===== config.mk =====
export PLATFORM = sky130hd
export DESIGN_NAME = segasys1_romdl
export DESIGN_NICKNAME = d
export VERILOG_FILES = /design/src/rtl/segasys1_romdl.sv
export SDC_FILE = /design/constraint.sdc
export NUM_CORES = 1
export LEC_CHECK = 0
export CAP_MARGIN = 40
export CORE_MARGIN = 5
export CORE_UTILIZATION = 50
export DETAILED_ROUTE_END_ITERATION = 10
export PLACE_DENSITY = 0.84
export SYNTH_ARGS = -nofsm -noshare
export SYNTH_HDL_FRONTEND = slang
export SYNTH_SLANG_ARGS = --single-unit

===== constraint.sdc =====
create_clock -name clk -period 2.6 [get_ports clk]
set_input_delay 0.39 -clock clk [delete_from_list [all_inputs] [get_ports clk]]
set_output_delay 0.39 -clock clk [all_outputs]
set_load 0.005 [all_outputs]

===== src/rtl/segasys1_romdl.sv =====
`default_nettype none
`timescale 1ns/1ps
// +--------------------------------------------------------------------------+
// | Module   : segasys1_romdl                                                |
// | Purpose  : ROM download sequencer. Buffers the ioctl byte stream in a    |
// |            small FIFO and replays it onto the shared ROMAD/ROMDT/ROMEN   |
// |            bus at a paced rate, holding the CPUs in reset until the      |
// |            whole image has been written.                                 |
// | Ports    : clk, reset (async, active-high)                               |
// |            ioctl_download/index/wr/addr/dout  - HPS byte stream in       |
// |            ioctl_wait                         - FIFO-full backpressure   |
// |            ROMAD/ROMDT/ROMEN                  - download bus to DLROMs   |
// |            cpu_hold, rom_ready                - boot control             |
// |            byte_count, checksum, overflow     - download status          |
// | Revision : 1.0 - initial release                                         |
// +--------------------------------------------------------------------------+
module segasys1_romdl #(
  parameter logic [7:0]  ROM_INDEX = 8'h00,
  parameter logic [24:0] ROM_SIZE  = 25'h2C200,
  parameter int          FIFO_AW   = 2,
  parameter int          STRIDE    = 2
) (
  input  logic        clk,
  input  logic        reset,
  input  logic        ioctl_download,
  input  logic [7:0]  ioctl_index,
  input  logic        ioctl_wr,
  input  logic [24:0] ioctl_addr,
  input  logic [7:0]  ioctl_dout,
  output logic        ioctl_wait,
  output logic [24:0] ROMAD,
  output logic [7:0]  ROMDT,
  output logic        ROMEN,
  output logic        cpu_hold,
  output logic        rom_ready,
  output logic [17:0] byte_count,
  output logic [7:0]  checksum,
  output logic        overflow
);

  localparam int DEPTH  = 1 << FIFO_AW;
  localparam int PACE_W = (STRIDE > 1) ? $clog2(STRIDE) : 1;

  localparam logic [PACE_W-1:0]  PACE_RELOAD = PACE_W'((STRIDE > 1) ? (STRIDE - 1) : 0);
  localparam logic [PACE_W-1:0]  PACE_ONE    = PACE_W'(1);
  localparam logic [FIFO_AW:0]   CNT_FULL    = (FIFO_AW + 1)'(DEPTH);
  localparam logic [FIFO_AW:0]   CNT_ONE     = (FIFO_AW + 1)'(1);
  localparam logic [FIFO_AW-1:0] PTR_ONE     = FIFO_AW'(1);

  localparam logic [1:0] ST_IDLE  = 2'd0;
  localparam logic [1:0] ST_LOAD  = 2'd1;
  localparam logic [1:0] ST_DRAIN = 2'd2;
  localparam logic [1:0] ST_DONE  = 2'd3;

  logic [1:0]         state_q, state_d;
  logic               dl_prev_q, dl_prev_d;
  logic [FIFO_AW-1:0] wr_ptr_q, wr_ptr_d;
  logic [FIFO_AW-1:0] rd_ptr_q, rd_ptr_d;
  logic [FIFO_AW:0]   count_q, count_d;
  logic [PACE_W-1:0]  pace_q, pace_d;
  logic               wait_q, wait_d;
  logic [24:0]        romad_q, romad_d;
  logic [7:0]         romdt_q, romdt_d;
  logic               romen_q, romen_d;
  logic               cpu_hold_q, cpu_hold_d;
  logic               rom_ready_q, rom_ready_d;
  logic [17:0]        byte_count_q, byte_count_d;
  logic [7:0]         checksum_q, checksum_d;
  logic               overflow_q, overflow_d;

  // Entry layout: {addr[24:0], data[7:0]}
  logic [32:0] fifo_mem [DEPTH];
  logic [32:0] fifo_head;

  logic idx_match, dl_rise, dl_fall, enter_load;
  logic qualify, fifo_full, push, pop;

  always_comb begin
    fifo_head  = fifo_mem[rd_ptr_q];
    idx_match  = (ioctl_index == ROM_INDEX);
    dl_rise    = ioctl_download & ~dl_prev_q;
    dl_fall    = ~ioctl_download & dl_prev_q;
    // A matching rising edge restarts the download from any state but LOAD
    // (LOAD cannot see a new rising edge without first seeing a falling one).
    enter_load = dl_rise & idx_match & (state_q != ST_LOAD);
    fifo_full  = (count_q == CNT_FULL);
    qualify    = (state_q == ST_LOAD) & ioctl_wr & ioctl_download & idx_match &
                 (ioctl_addr < ROM_SIZE);
    push       = qualify & ~fifo_full;
    pop        = (count_q != '0) & (pace_q == '0) & ~enter_load;
  end

  always_comb begin
    state_d      = state_q;
    dl_prev_d    = ioctl_download;
    wr_ptr_d     = wr_ptr_q;
    rd_ptr_d     = rd_ptr_q;
    count_d      = count_q;
    pace_d       = pace_q;
    romad_d      = romad_q;
    romdt_d      = romdt_q;
    romen_d      = pop;
    byte_count_d = byte_count_q;
    checksum_d   = checksum_q;
    overflow_d   = overflow_q;

    case (state_q)
      ST_IDLE:  if (enter_load) state_d = ST_LOAD;
      ST_LOAD:  if (dl_fall) state_d = ST_DRAIN;
      ST_DRAIN: begin
        if (enter_load) begin
          state_d = ST_LOAD;
        // Wait for the last strobe to complete before declaring the image done.
        end else if ((count_q == '0) && !romen_q) begin
          state_d = ST_DONE;
        end
      end
      ST_DONE:  if (enter_load) state_d = ST_LOAD;
      default:  state_d = ST_IDLE;
    endcase

    if (enter_load) begin
      wr_ptr_d     = '0;
      rd_ptr_d     = '0;
      count_d      = '0;
      pace_d       = '0;
      byte_count_d = '0;
      checksum_d   = '0;
      overflow_d   = 1'b0;
    end else begin
      if (push) begin
        wr_ptr_d     = wr_ptr_q + PTR_ONE;
        byte_count_d = byte_count_q + 18'd1;
        checksum_d   = checksum_q + ioctl_dout;
      end
      if (qualify && fifo_full) overflow_d = 1'b1;

      if (pop) begin
        rd_ptr_d = rd_ptr_q + PTR_ONE;
        romad_d  = fifo_head[32:8];
        romdt_d  = fifo_head[7:0];
        pace_d   = PACE_RELOAD;
      end else if (pace_q != '0) begin
        pace_d = pace_q - PACE_ONE;
      end

      case ({push, pop})
        2'b10:   count_d = count_q + CNT_ONE;
        2'b01:   count_d = count_q - CNT_ONE;
        default: count_d = count_q;
      endcase
    end

    wait_d      = (count_d == CNT_FULL);
    rom_ready_d = (state_d == ST_DONE);
    // Release the CPUs only on the second clock spent in DONE.
    cpu_hold_d  = !((state_q == ST_DONE) && (state_d == ST_DONE));
  end

  always_ff @(posedge clk or posedge reset) begin
    if (reset) begin
      state_q      <= ST_IDLE;
      dl_prev_q    <= 1'b0;
      wr_ptr_q     <= '0;
      rd_ptr_q     <= '0;
      count_q      <= '0;
      pace_q       <= '0;
      wait_q       <= 1'b0;
      romad_q      <= '0;
      romdt_q      <= '0;
      romen_q      <= 1'b0;
      cpu_hold_q   <= 1'b1;
      rom_ready_q  <= 1'b0;
      byte_count_q <= '0;
      checksum_q   <= '0;
      overflow_q   <= 1'b0;
    end else begin
      state_q      <= state_d;
      dl_prev_q    <= dl_prev_d;
      wr_ptr_q     <= wr_ptr_d;
      rd_ptr_q     <= rd_ptr_d;
      count_q      <= count_d;
      pace_q       <= pace_d;
      wait_q       <= wait_d;
      romad_q      <= romad_d;
      romdt_q      <= romdt_d;
      romen_q      <= romen_d;
      cpu_hold_q   <= cpu_hold_d;
      rom_ready_q  <= rom_ready_d;
      byte_count_q <= byte_count_d;
      checksum_q   <= checksum_d;
      overflow_q   <= overflow_d;
    end
  end

  // Storage needs no reset: occupancy and pointers define what is valid.
  always_ff @(posedge clk) begin
    if (push) fifo_mem[wr_ptr_q] <= {ioctl_addr, ioctl_dout};
  end

  assign ioctl_wait = wait_q;
  assign ROMAD      = romad_q;
  assign ROMDT      = romdt_q;
  assign ROMEN      = romen_q;
  assign cpu_hold   = cpu_hold_q;
  assign rom_ready  = rom_ready_q;
  assign byte_count = byte_count_q;
  assign checksum   = checksum_q;
  assign overflow   = overflow_q;

endmodule
`default_nettype wire


; ---- Yosys cells after proc, flatten, opt, wreduce, memory -nomap -nowiden
; Memory sizes are Yosys's and may differ from the RTL's. A register that Yosys moved wholly into a read port is not among the register bits.
; Index checks and enable logic that the tools add are counted.
[classes]
muxes = 22
n_shift = 0
order_cmp = 1
n_addsub = 7
mul = 0
n_reduce_logical = 14
div = 0
n_bitwise = 16
n_eq_ne = 9
[op_table]
columns = op, count
row1 = $mux W18, 2
row2 = $lt A25 B18 Y1 const B, 1
row3 = $add A18 B1 Y18 const B, 1
row4 = $mux W2, 8
row5 = $mux W8, 2
row6 = $and A1 B1 Y1, 11
row7 = $add A8 B8 Y8, 1
row8 = $eq A2 B2 Y1 const B, 4
row9 = $logic_not A8 Y1, 1
row10 = $mux W1, 7
row11 = $eq A3 B3 Y1 const B, 2
row12 = $pmux W2 S3, 1
row13 = $pmux W3 S2, 1
row14 = $reduce_bool A2 Y1, 3
row15 = $not A1 Y1, 5
row16 = $add A2 B1 Y2 const B, 2
row17 = $eq A2 B1 Y1 const B, 2
row18 = $add A3 B1 Y3 const B, 1
row19 = $logic_and A1 B1 Y1, 3
row20 = $logic_not A3 Y1, 1
row21 = $mux W3, 1
row22 = $reduce_bool A3 Y1, 1
row23 = $sub A3 B1 Y3 const B, 1
row24 = $logic_not A1 Y1, 2
row25 = other kinds (5), 5
[word_totals]
n_memories = 1
out_inout_bits = 64
mem_bits_rw = 132
latch_bits = 0
mem_bits_ro = 0
regBits = 42
[mem_list]
columns = name, depth, width, rd, rd_ports_with_merged_regs, write_ports, line
row1 = fifo_mem, 4, 33, 1, 1, 1, 72  ; logic [32:0] fifo_mem [DEPTH];

; ---- Depth between registers and ports, before layout
; Gate-level depths: netlist of run 1.
[depth]
depth_word = 10
ltp_mapped = 13
ltp_nobuf = 12

; ---- Least setup slack after synthesis of run 1
; Ideal clock, no wire load.
[synth_path]
path_kind = input port to flip-flop
startpoint = input port ioctl_addr[16]
endpoint = memory fifo_mem[0][0] (enable)
arrival_ns = 2.618
slack_ns = -0.411
t_required_ns = 2.207
setup_ns = 0.393
cell_stages = 6
cell_sequence = or4_4 -> o311ai_4 -> and4_1 -> buf_2 -> buf_2 -> and2_1
[synth_between]
elab_chain_len = 5
[synth_rtl]
columns = element, line
row1 = from (decl), 28  ; input logic [24:0] ioctl_addr,
row2 = $lt A25 B18 Y1, 88  ; (ioctl_addr < ROM_SIZE);
row3 = $and A1 B1 Y1, 87  ; qualify = (state_q == ST_LOAD) & ioctl_wr & ioctl_download & idx_match &
row4 = $and A1 B1 Y1, 89  ; push = qualify & ~fifo_full;
row5 = $mux W1, 198  ; if (push) fifo_mem[wr_ptr_q] <= {ioctl_addr, ioctl_dout};
row6 = $mux W1 (implied by the code), 198
row7 = to (decl), 72
; No other way between the ends.

; ---- Worst setup path after layout of run 1
[layout_path]
startpoint = input port ioctl_addr[19]
endpoint = register wait_q (netlist: ioctl_wait)
[layout_between]
elab_chain_len = 7
[layout_rtl]
columns = element, line
row1 = $lt A25 B18 Y1 *, 88
row2 = $and A1 B1 Y1 *, 87
row3 = $and A1 B1 Y1 *, 89
row4 = $eq A2 B1 Y1 or $eq A2 B2 Y1 (tied branches), 147  ; case ({push, pop})
row5 = $pmux W3 S2 *, 147
row6 = $mux W3 *, 122  ; if (enter_load) begin
row7 = $eq A3 B3 Y1 *, 154  ; wait_d = (count_d == CNT_FULL);
row8 = via wait_d, 61  ; logic wait_q, wait_d;
row9 = to (signal assigned), 184  ; wait_q <= wait_d;
row10 = to (decl), 61
; Mark *: on every way through the listed nets, which the timed path passes. The rest lies on a longest branch.
; A chain may end at the register's enable or synchronous reset.

==> out/metrics.cfg, run 1 <==
[pwr]
power.density_nw_per_um2=885.0
swShare=0.2591
pwr-share-comb=0.290
p_int_w=0.007120
seqPwrFrac=0.428
power.leakage_nw=4.063
ir_drop_mv=0.4491
power_frac_clock=0.281
switchingPower_w=0.002489

[global_route]
grt_pass1_vias=5602
gr-usage-met3=0.03705
grt_usage=0.1900
grt_max_degree=64
grt_busiest_layer=met2
met1_usage=0.2454
antenna_found_initial=0
overflow=0
met2_usage=0.3348
grt_pass1_wl_mm=29.65

[worst_setup_path]
start_kind=input port
end_kind=flip-flop
rrSetupSlack_ps=200
arrival_ps=2890
r2r_end=ioctl_wait
worst_r2r_path_depth=10
critPathRequiredTime_ps=2990
r2r-start=state_q[0]
critPathMaxFanout=5
path_class=in2reg

[clock_tree]
cts_hold_buffers=0
cts_tree=built
cts_sinks=206
cts-root-buf=clkbuf_16
clk_pin_slew_ps=60
insertion_delay_ps=480
numCtsBuffers=21
clk_path_buf_depth=3
htree_num_levels=1

[yosys]
ys_seq_elements=206
synthMuxAreaShare=0.1361
synth_top_family_by_area=multiplexers
synthXorXnorAreaFrac=0.009369
ys_seq_area_frac=0.6914
syn-num-nets=565
synth-main-ff-cell=edfxtp_1
synth_fa_ha_area_frac=0.03004
async_flop_share=0.3592
synth-simple-area-share=0.07228
synth.distinct_cells=52
yosysWarningCount=0
synth_cells=501
synth_compound_area_frac=0.04432
syn_avg_cell_area_um2=16.79
post_synth_instance_area_um2=8413
synth-edff-count=132

[sta]
period_share=0.9617
slew_headroom=0.6019
finalHoldViolCount=0
slew_violations=0
fin_hold_ws_ps=144.7
fmax_mhz=399.9
fin_skew_ps=14.21
timing.final.crit_period_ps=2500
rsz0062_at_grt=false
worst_pin_slew_ps=597.2
setup_viol=0
layout_setup_ws_ps=99.57

[die]
io_pins=109
placementRows=47
die-area_um2=19520
fp.dieH_um=139.7
die_w_um=139.7
start_util=0.5091
core_um2=16520

[worst_hold_path]
hold_path_class=in2async

[detailed_routing]
vias_per_cell=5.633
drt_iter0_markers=321
route.vias.total=5036
first_pass_iters=6
drc=0
ant_nets=0
wl_per_cell_um=20.09
drt-total-wl_mm=17.96

[placed_design]
hpwl_mm=12.36
place_congestion=0.8585
numPortBuffers=108
place_ws_ps=-571.5
post-place-cells=856

[cells_and_area]
instances_no_fill=894
final_nets=724
postLayoutCoreUtil=0.6571
drive_gt1_frac=0.2433
diodes=0
syn_to_final_growth_pct=29.06

[outcome]
outcome=finished, final reports clean

[job]
drv_cap=0

==> sequential cells by signal (all words and copies together), names as in the netlist, 2 cells and up <==
name / cells
state_q: 2
checksum: 8
wr_ptr_q: 2
byte_count: 18
fifo_mem: 132
rd_ptr_q: 2
ROMDT: 8
ROMAD: 25
count_q: 3
==> final cells by class <==
class | instances | area [um^2]
repair buffers | 155 | 1569
well taps | 220 | 275.3
multi-input cells | 261 | 2507
clock inverters | 9 | 46.29
inverters | 15 | 60.06
fillers | 1089 | 5667
clock buffers | 28 | 581.8
flip-flops and latches | 206 | 5818
==> cell families (layout without fill, tap and decap cells) <==
logic type	Yosys count	count (layout)
AND/OR/NAND/NOR	107	107
XOR/XNOR	9	9
flip-flops	206	206
AO/OA/AOI/OAI	57	57
multiplexers	69	69
adder cells (fa/ha/maj)	19	19
buffers and inverters	34	207
==> Yosys cell counts, types with 3 or more instances <==
cell,n,area (um^2)
a21oi_1,22,110.1
and2_1,5,31.28
and3_1,7,43.79
buf_1,4,15.01
buf_2,6,30.03
clkbuf_1,8,30.03
dfrtp_1,73,1827
edfxtp_1,132,3964
ha_1,17,212.7
inv_1,15,56.30
mux2_2,33,371.6
mux2i_1,3,30.03
mux4_2,33,743.2
nand2_1,19,71.32
nand3_1,18,90.09
nand4_1,7,43.79
nor2_1,16,60.06
nor3_1,6,30.03
o211ai_1,4,30.03
o21ai_0,12,60.06
o31ai_1,7,52.55
or3_1,5,31.28
or4_1,6,45.04
xnor2_1,5,43.79
xor2_1,4,35.03
==> worst max-delay path, cell delays in order <==
cell	delay [ps]
clkdlybuf4s50_1	510
nor4b_2	340
and4b_1	280
and4_4	260
inv_4	40
ha_4	150
fa_2	440
nor3b_1	200
a21oi_1	60
nor3_1	210
==> metrics by stage <==
step,area (um^2),total power (W),TNS (ps)
after detailed placement,10190,0.006977,-53240
after CTS,10830,0.009718,0
final,10860,0.009609,0
after global routing,10860,0.01014,0
after floorplan,8447,0.005823,-223.6
after global placement,10190,0.006850,-50200
==> layer usage <==
| layer | vias up | wire, um |
|---|---|---|
| li1 | 2277 | - |
| met1 | 2585 | 7152 |
| met2 | 154 | 9517 |
| met3 | 20 | 1045 |
| met4 | 0 | 247 |
| met5 | - | 0 |
==> placed cells by master, fill, tap and decap left out, drive strengths merged, types with 3 or more instances in the layout <==
cell type,n
mux2i,3
inv,14
edfxtp,132
or4,7
dfrtp,73
clkbuf,28
mux2,33
nand3,18
buf,47
dlymetal6s2s,4
ha,17
and3,7
o211ai,4
nor3,6
nand2,19
or3,5
nand4,8
xor2,4
o21ai,12
mux4,33
a21oi,22
clkinv,8
clkdlybuf4s50,104
nor2,16
xnor2,5
o31ai,7
and2,6
==> power groups by stage <==
stage	logic [W]	clock network (W)	registers, W
floorplan	0.00171	0	0.00411
global placement	0.00269	0	0.00416
detailed placement	0.00280	0	0.00418
CTS	0.00281	0.00279	0.00412
global route	0.00304	0.00294	0.00416
finish	0.00279	0.00270	0.00412
==> how the worst max path moves through the flow <==
stage	depth (start not counted)	slack (ps)	to	from
6_report	10	100	ioctl_wait	ioctl_addr[19]
5_1_grt	12	20	ioctl_wait	ioctl_index[3]
4_1_cts	11	0.7	count_q[2]	ioctl_addr[16]
3_5_place_dp	10	-570	ioctl_wait	ioctl_addr[16]
3_3_place_gp	11	-550	ioctl_wait	ioctl_addr[16]
2_1_floorplan	11	-110	ioctl_wait	ioctl_addr[16]
==> timing repair <==
action                     4_1_cts  5_1_grt
buffers inserted                 1        0
resized for setup                1        7
setup endpoints to repair        2        5
pin swaps                        2        7
Power figures use the tool's default switching activity.
==> run 2, diff against run 1 <==
--- a/config.mk
+++ b/config.mk
@@ -6,9 +6,10 @@
 export NUM_CORES = 1
 export LEC_CHECK = 0
 export CAP_MARGIN = 40
-export CORE_MARGIN = 5
+export CORE_MARGIN = 2
 export CORE_UTILIZATION = 50
 export DETAILED_ROUTE_END_ITERATION = 10
+export GPL_ROUTABILITY_DRIVEN = 0
 export PLACE_DENSITY = 0.84
 export SYNTH_ARGS = -nofsm -noshare
 export SYNTH_HDL_FRONTEND = slang
==> run 2 against run 1 <==
  * Critical path type unchanged
  * Count of clock-buffer cells in the layout shrank 3
  * Utilization grew 0.16 points
  * Combinational power is essentially flat
  * Non-clock buffer count shrank 1
==> out/metrics.cfg, run 2 (synthesized netlist as in run 1, its figures left out) <==
[outcome]
outcome=finished, final reports clean

[detailed_routing]
ant_nets=0
drt_iter0_markers=385
wl_per_cell_um=20.13
drc=0
route.vias.total=5033
vias_per_cell=5.636
drt-total-wl_mm=17.98
first_pass_iters=5

[worst_setup_path]
end_kind=flip-flop
path_class=in2reg
critPathMaxFanout=2
arrival_ps=2900
critPathRequiredTime_ps=2960
start_kind=input port

[sta]
timing.final.crit_period_ps=2542
period_share=0.9778
slew_headroom=0.6690
fmax_mhz=393.4
finalHoldViolCount=0
fin_skew_ps=11.95
worst_pin_slew_ps=496.4
tns_ps=0
layout_setup_ws_ps=57.78
slew_violations=0
setup_viol=0

[clock_tree]
cts_tree=built
cts_sinks=206
htree_num_levels=1
clk_pin_slew_ps=60
cts-root-buf=clkbuf_16
numCtsBuffers=21
clk_path_buf_depth=3
insertion_delay_ps=490

[cells_and_area]
largest_reg_flops=132
mostFrequentLayoutCell=edfxtp_1
instances_no_fill=893
final_nets=723
syn_to_final_growth_pct=29.37
largest-register=fifo_mem
final_cell_mix=edfxtp_1, clkdlybuf4s50_1, dfrtp_1
diodes=0
drive_gt1_frac=0.2377

[die]
placementRows=47
die_w_um=133.7
die-area_um2=17880
io_pins=109
core_um2=16520
start_util=0.5091
fp.dieH_um=133.7

[global_route]
grt_max_degree=75
grt_pass1_vias=5330
grt_usage=0.2084
overflow=0
antenna_found_initial=1
grt_pass1_wl_mm=28.92

[worst_hold_path]
hold_path_class=in2reg

[job]
drv_cap=0

[pwr]
power.density_nw_per_um2=916.7
p_total_w=0.009978
ir_drop_mv=0.6153
power.leakage_nw=4.060

[placed_design]
post-place-cells=855
place_ws_ps=-700.2
hpwl_mm=11.61
numPortBuffers=108

run 2: cell types whose count changed in the layout (fill, tap and decap cells not counted), moves of 2 or more:
cell | before | now
dlymetal6s2s_1 | 4 | 1
bufinv_16 | 0 | 3
dlygate4sd2_1 | 0 | 3
clkinv_1 | 3 | 5
clkinvlp_4 | 2 | 0
clkbuf_8 | 3 | 0
run 2: worst paths after layout:
check,startpoint,slack [ps],cells after the start,to
worst min register to register,ROMAD[16],500,1,ROMAD[16]
max in group asynchronous,reset,1940,3,cpu_hold
worst max-delay path,ioctl_addr[16],60,11,ioctl_wait
worst max register to register,state_q[0],210,11,ioctl_wait
worst min-delay path,ioctl_addr[12],260,2,fifo_mem[2][20]
min in group asynchronous,reset,300,3,byte_count[10]
run 2: metrics by stage:
step | util | hold slack (ps) | cell area [um^2]
2_1_floorplan | - | 421.4 | 8447
3_3_place_gp | 0.6162 | 487.5 | 10180
3_5_place_dp | 0.6162 | 495.1 | 10180
4_1_cts | 0.6581 | 324.8 | 10870
5_1_grt | 0.6587 | 269.7 | 10880
6_report | 0.6587 | 263.7 | 10880
run 2: layout make-up:
cell class,count,area (um^2)
tap,220,275.3
clock buffer,25,540.5
timing repair buffer,154,1550
sequential,206,5818
inverter,15,60.06
multi-input combinational,261,2500
clock inverter,12,140.1
fill,1060,5640
run 2: worst max-delay path, stage by stage:
cell,delay (ps)
dlygate4sd2_1,250
or4_4,550
o311ai_4,360
and4_4,300
inv_4,40
ha_4,150
fa_2,370
xnor2_2,150
nor2_1,70
xnor2_1,210
nor3_1,70
run 2: where the power goes:
part	total, W	internal [W]	switching (W)
sequential	0.00416	0.00385	0.000306
combinational	0.00282	0.00172	0.00109
clock	0.00300	0.00178	0.00122
total	0.00998	0.00736	0.00262
run 2: layer usage:
| layer | part of all wire | up-vias | global-route usage |
|---|---|---|---|
| met5 | 0.00072 | - | 0 |
| met4 | 0.020 | 2 | 0.06324 |
| met3 | 0.066 | 34 | 0.04148 |
| met2 | 0.51 | 195 | 0.3587 |
| met1 | 0.40 | 2538 | 0.2695 |
| li1 | - | 2264 | - |
run 2: timing repair:
action,CTS,global route
setup endpoints to repair,2,2
pin swaps,9,7
resized for setup,5,2
hold endpoints to repair,0,0
setup buffers,1,0
hold buffers,0,0
